===== config.mk =====
export PLATFORM = sky130hd
export DESIGN_NAME = mem_stage
export DESIGN_NICKNAME = d
export VERILOG_FILES = /design/src/rtl/mem_pkg.sv /design/src/rtl/mem_stage_load_align.sv /design/src/rtl/mem_stage.sv
export SDC_FILE = /design/constraint.sdc
export NUM_CORES = 1
export LEC_CHECK = 0
export ABC_AREA = 0
export CAP_MARGIN = 20
export CORE_MARGIN = 4
export CORE_UTILIZATION = 49
export CTS_CLUSTER_SIZE = 24
export DETAILED_ROUTE_END_ITERATION = 8
export PLACE_DENSITY = 0.88
export SYNTH_ARGS = -nofsm -noshare
export SYNTH_HDL_FRONTEND = slang
export SYNTH_SLANG_ARGS = --single-unit

===== constraint.sdc =====
create_clock -name clk -period 3.6 [get_ports clk]
set_clock_uncertainty 0.1 [all_clocks]
set_input_delay 0.72 -clock clk [delete_from_list [all_inputs] [get_ports clk]]
set_output_delay 0.72 -clock clk [all_outputs]
set_load 0.1 [all_outputs]

===== src/rtl/mem_pkg.sv =====
// Shared definitions for the MEM pipeline stage.
// Load encodings, bus widths and the EX->MEM bundle layout.
package mem_pkg;

  localparam int ES_MS_BUS_W  = 75;
  localparam int MS_WS_BUS_W  = 70;
  localparam int MS_FWD_BUS_W = 39;

  localparam logic [2:0] LD_W  = 3'b000;
  localparam logic [2:0] LD_B  = 3'b001;
  localparam logic [2:0] LD_H  = 3'b010;
  localparam logic [2:0] LD_BU = 3'b011;
  localparam logic [2:0] LD_HU = 3'b100;

  typedef struct packed {
    logic        mem_req;
    logic        res_from_mem;
    logic [2:0]  load_op;
    logic        gr_we;
    logic [4:0]  dest;
    logic [31:0] alu_result;
    logic [31:0] pc;
  } es_ms_t;

endpackage


===== src/rtl/mem_stage_load_align.sv =====
// Load data alignment and sign/zero extension.
// Misaligned halves use addr_lo[1] only; EX owns alignment faults.
module load_align
  import mem_pkg::*;
(
  input  logic [31:0] rdata,
  input  logic [1:0]  addr_lo,
  input  logic [2:0]  load_op,
  output logic [31:0] data
);

  logic [31:0] shifted;
  logic [7:0]  byte_sel;
  logic [15:0] half_sel;

  always_comb begin
    shifted  = rdata >> {addr_lo, 3'b000};
    byte_sel = shifted[7:0];
    half_sel = addr_lo[1] ? rdata[31:16] : rdata[15:0];
  end

  always_comb begin
    data = rdata;
    unique case (1'b1)
      (load_op == LD_B):  data = {{24{byte_sel[7]}}, byte_sel};
      (load_op == LD_H):  data = {{16{half_sel[15]}}, half_sel};
      (load_op == LD_BU): data = {24'h0, byte_sel};
      (load_op == LD_HU): data = {16'h0, half_sel};
      default:            data = rdata;
    endcase
  end

endmodule


===== src/rtl/mem_stage.sv =====
// MEM stage: holds one instruction, waits for the data response,
// aligns load data and feeds WB plus the ID bypass/stall bus.
module mem_stage #(
  parameter int ES_MS_BUS_W  = mem_pkg::ES_MS_BUS_W,
  parameter int MS_WS_BUS_W  = mem_pkg::MS_WS_BUS_W,
  parameter int MS_FWD_BUS_W = mem_pkg::MS_FWD_BUS_W
) (
  input  logic                    clk,
  input  logic                    resetn,
  output logic                    ms_allowin,
  input  logic                    es_to_ms_valid,
  input  logic [ES_MS_BUS_W-1:0]  es_to_ms_bus,
  input  logic                    ws_allowin,
  output logic                    ms_to_ws_valid,
  output logic [MS_WS_BUS_W-1:0]  ms_to_ws_bus,
  input  logic                    data_sram_data_ok,
  input  logic [31:0]             data_sram_rdata,
  output logic [MS_FWD_BUS_W-1:0] ms_fwd_bus
);

  import mem_pkg::*;

  logic                   ms_valid;
  logic [ES_MS_BUS_W-1:0] ms_bus_r;
  logic [31:0]            rdata_buf;
  logic                   rdata_buf_valid;

  es_ms_t      ms;
  logic        ms_ready_go;
  logic        ms_capture;
  logic        ms_leave;
  logic        ms_buffer;
  logic [31:0] eff_rdata;
  logic [31:0] load_data;
  logic [31:0] final_result;
  logic        fwd_we;
  logic        fwd_blocked;

  assign ms = es_ms_t'(ms_bus_r);

  always_comb begin
    ms_ready_go    = !ms.mem_req || data_sram_data_ok
                   || rdata_buf_valid;
    ms_allowin     = !ms_valid || (ms_ready_go && ws_allowin);
    ms_to_ws_valid = ms_valid && ms_ready_go;
    ms_capture     = es_to_ms_valid && ms_allowin;
    ms_leave       = ms_to_ws_valid && ws_allowin;
    // Park a response WB cannot take yet; later pulses are ignored.
    ms_buffer      = data_sram_data_ok && ms_valid && ms.mem_req
                   && !rdata_buf_valid && !ws_allowin;
  end

  always_ff @(posedge clk or negedge resetn) begin
    if (!resetn) begin
      ms_valid <= 1'b0;
      ms_bus_r <= '0;
    end else begin
      if (ms_allowin) ms_valid <= es_to_ms_valid;
      if (ms_capture) ms_bus_r <= es_to_ms_bus;
    end
  end

  always_ff @(posedge clk or negedge resetn) begin
    if (!resetn) begin
      rdata_buf       <= '0;
      rdata_buf_valid <= 1'b0;
    end else if (ms_capture || ms_leave) begin
      rdata_buf_valid <= 1'b0;
    end else if (ms_buffer) begin
      rdata_buf       <= data_sram_rdata;
      rdata_buf_valid <= 1'b1;
    end
  end

  assign eff_rdata = rdata_buf_valid ? rdata_buf : data_sram_rdata;

  load_align u_load_align (
    .rdata   (eff_rdata),
    .addr_lo (ms.alu_result[1:0]),
    .load_op (ms.load_op),
    .data    (load_data)
  );

  always_comb begin
    final_result = ms.res_from_mem ? load_data : ms.alu_result;
    fwd_we       = ms_valid && ms.gr_we && (ms.dest != 5'd0);
    fwd_blocked  = fwd_we && ms.res_from_mem && !ms_ready_go;
  end

  assign ms_to_ws_bus = {ms.gr_we, ms.dest, final_result, ms.pc};
  assign ms_fwd_bus   = {fwd_we, fwd_blocked, ms.dest, final_result};

endmodule


==> parameters.txt <==
Parameter                              Value

Clocking
  Maximum buffer depth of the clock tree ... 2
  Latest clock arrival within the worst-skew pair ... 0.34 ns
  TritonCTS clock tree ... built
  Root buffer selected by CTS ... sky130_fd_sc_hd__clkbuf_16
  CTS H-tree depth ... 3
  Reg clk slew, reported paths ... 0.07 ns
  Num CTS Buffers ... 9
  Sink count of the clock tree ... 109

Synthesis
  Largest family of logic cells by synthesized area ... multiplexers
  Prevailing post-synth register cell ... sky130_fd_sc_hd__dfrtp_1
  Post-Synth Adder-Cell Area ... 0%
  EDFF count, synth ... 0
  Sequential element share of the synthesized area ... 44.7%
  Fraction of the mapped netlist area in compound gates ... 7.90%
  Area share of xor/xnor cells in the synthesized design ... 0.287%
  Mean instance size in the synthesized netlist ... 12.0 sq um
  Multiplexer area fraction after synthesis ... 29.2%
  Simple-gate share of the synthesized area ... 5.40%
  FF+latch count, synth ... 109
  Post-synthesis instance area ... 0.00610 sq mm
  Number of nets produced by synthesis ... 618
  Number of instances in the synthesized netlist ... 506
  Number of synthesis warnings ... 0
  Proportion of register bits with asynchronous set or reset after synthesis ... 100%
  Post-synthesis cell type count ... 45

Floorplan
  Core region area ... 0.0121 sq mm
  Site row count ... 40
  Die area ... 0.0143 sq mm
  Initial cell density of the core ... 50.3%
  Die extent in y ... 120 um
  Width of the die ... 120 um
  Number of ports placed on the die boundary ... 223

Global routing
  Global-route usage over all layers ... 23.1%
  Global-route wire length before repair ... 26.3 mm
  Vias in the first global route ... 4948
  Overflow left after global routing ... 0
  Largest net degree at the start of global routing ... 44
  Initial antenna violation count ... 0

Worst setup path
  WP data arrival ... 2.73 ns
  Crit-path max cell delay ... 0.54 ns
  Largest fanout on the critical path ... 6
  Delay-heaviest family, CP ... multiplexers
  Startpoint types ... input pin
  Nature of the critical path endpoint ... primary output
  Depth of the most critical reg-to-reg path ... 6
  Worst reg2reg endpoint ... ms[18]
  Critical setup path kind ... in -> out
  Register-to-Register Setup Slack ... 0.98 ns
  Worst path cell trace ... clkdlybuf4s50_1, mux4_2, mux2i_4, o311a_2, a21oi_4, buf_12
  Required time of the critical path ... 2.78 ns
  Origin of the critical flop-to-flop path ... rdata_buf_valid
  Critical Path Slowest Stage Cell ... sky130_fd_sc_hd__mux4_2
  Combined buffer and inverter count along the critical path ... 2

Drt
  DRC violation count after routing ... 0
  Drt wl/cell ... 19.9 um
  Total wire length after detailed routing ... 16.3 mm
  Total number of vias ... 4435
  DR iter-0 viols ... 237
  Iteration count of the initial detailed-routing pass ... 5
  Via density ... 5.42
  Antenna viol nets, final ... 0

Timing
  Fin. Hold Viols ... 0
  Setup TNS ... 0 ns
  Slew margin rel. ... 33.1%
  Worst Tran Pin Value ... 1.00 ns
  Period Utilization, post-route ... 98.5%
  Min Tclk post-route ... 3.55 ns
  Pins over their slew limit ... 0
  RSZ-0062 raised after global routing ... no
  Max Fclk ... 282 MHz
  Final setup violating endpoints ... 0

Layout
  Area added between synthesis and finish ... 48.3%
  Most common cell after layout, fill and taps aside ... sky130_fd_sc_hd__clkdlybuf4s50_1
  Antenna cell count ... 0
  Final-stage net count ... 758
  Commonest cells after routing, fill and taps aside ... 153 x sky130_fd_sc_hd__clkdlybuf4s50_1, 114 x sky130_fd_sc_hd__mux2_2, 107 x sky130_fd_sc_hd__dfrtp_1
  Layout cells sized above 1 ... 37.8%

Place
  Buffers added on ports ... 222
  Half-perimeter wire length of the detailed placement result ... 12.6 mm
  Weighted congestion reported at the end of routability-driven placement ... 0.857

Worst hold path
  Class of the worst hold path ... in -> async

Job
  Total of max-cap violations ... 0

Outcome
  Status ... finished, final reports clean
## repair_timing
| action | CTS | global route |
|---|---|---|
| pin swaps | 1 | 2 |
| hold buffers | 0 | 0 |
| gates resized for setup | 2 | 0 |
| setup endpoints to repair | 14 | 30 |
| setup buffers | 0 | 1 |
## cells in the mapped netlist (2+ instances only)
cell type | count | area share [%]
sky130_fd_sc_hd__a21oi_1 | 8 | 0.66
sky130_fd_sc_hd__a31oi_1 | 5 | 0.51
sky130_fd_sc_hd__a32oi_1 | 2 | 0.29
sky130_fd_sc_hd__and2_1 | 2 | 0.21
sky130_fd_sc_hd__and3_1 | 3 | 0.31
sky130_fd_sc_hd__buf_1 | 3 | 0.18
sky130_fd_sc_hd__buf_2 | 7 | 0.57
sky130_fd_sc_hd__buf_4 | 85 | 10
sky130_fd_sc_hd__buf_6 | 2 | 0.37
sky130_fd_sc_hd__clkbuf_1 | 11 | 0.68
sky130_fd_sc_hd__dfrtp_1 | 109 | 45
sky130_fd_sc_hd__inv_1 | 3 | 0.18
sky130_fd_sc_hd__mux2_2 | 114 | 21
sky130_fd_sc_hd__mux2i_1 | 25 | 4.1
sky130_fd_sc_hd__mux4_2 | 10 | 3.7
sky130_fd_sc_hd__nand2_1 | 22 | 1.4
sky130_fd_sc_hd__nand2b_1 | 3 | 0.31
sky130_fd_sc_hd__nand3_1 | 5 | 0.41
sky130_fd_sc_hd__nor2_1 | 25 | 1.5
sky130_fd_sc_hd__nor2b_1 | 2 | 0.21
sky130_fd_sc_hd__nor3b_1 | 2 | 0.25
sky130_fd_sc_hd__o21ai_0 | 4 | 0.33
sky130_fd_sc_hd__o21ai_1 | 2 | 0.16
sky130_fd_sc_hd__o22a_1 | 18 | 2.6
sky130_fd_sc_hd__o22ai_1 | 7 | 0.72
sky130_fd_sc_hd__o2bb2ai_1 | 2 | 0.29
sky130_fd_sc_hd__o311a_1 | 2 | 0.33
sky130_fd_sc_hd__o31a_1 | 4 | 0.57
sky130_fd_sc_hd__or3_1 | 2 | 0.21
sky130_fd_sc_hd__xnor2_1 | 2 | 0.29
## cell type report
type | instances | area [sq um]
clock inverters | 5 | 58.8
flip-flops and latches | 109 | 2730
multi-input cells | 286 | 2760
well taps | 168 | 210
clock buffers | 11 | 253
repair buffers | 237 | 3010
inverters | 3 | 11.3
fillers | 823 | 3070
## worst max-delay path by stage
stage                         from               end  depth (start not counted)
2_1_floorplan      rdata_buf_valid  ms_to_ws_bus[38]                          7
3_3_place_gp   data_sram_rdata[15]     ms_fwd_bus[8]                          6
3_5_place_dp   data_sram_rdata[15]  ms_to_ws_bus[40]                          6
4_1_cts        data_sram_rdata[15]  ms_to_ws_bus[52]                          6
5_1_grt        data_sram_rdata[15]  ms_to_ws_bus[40]                          6
6_report       data_sram_rdata[15]  ms_to_ws_bus[40]                          6
## state kept, by name (all words and copies together) (netlist names)
register / cells
rdata_buf_valid: 1
ms: 75
rdata_buf: 32
ms_valid: 1
## metal layers
layer  GRT usage (%)  part of all wire [%]
met1            27.5                    38
met2            41.0                    53
met3            5.56                   6.5
met4            7.95                   2.5
met5               0                     0
## cell families after synthesis
kind of cell	count (synthesis)
buffers and inverters	111
XOR/XNOR	2
flip-flops	109
multiplexers	150
AO/OA/AOI/OAI	63
AND/OR/NAND/NOR	71
## stage by stage
step / area [sq um] / utilization, % / setup slack (ns) / hold slack, ns / std cells
after CTS: 9020 / 74.5 / 0.0253 / 0.274 / 818
after detailed placement: 8710 / 71.9 / -0.203 / 0.390 / 802
after global routing: 9040 / 74.6 / 0.00395 / 0.291 / 819
final: 9040 / 74.6 / 0.0549 / 0.269 / 819
after global placement: 8710 / 71.9 / -0.122 / 0.381 / 802
after floorplan: 6230 / - / -0.285 / 0.324 / 506
Power is left out: the tool's default activity adds up to more than one toggle a clock period on the data nets, which glitch-free logic cannot reach.
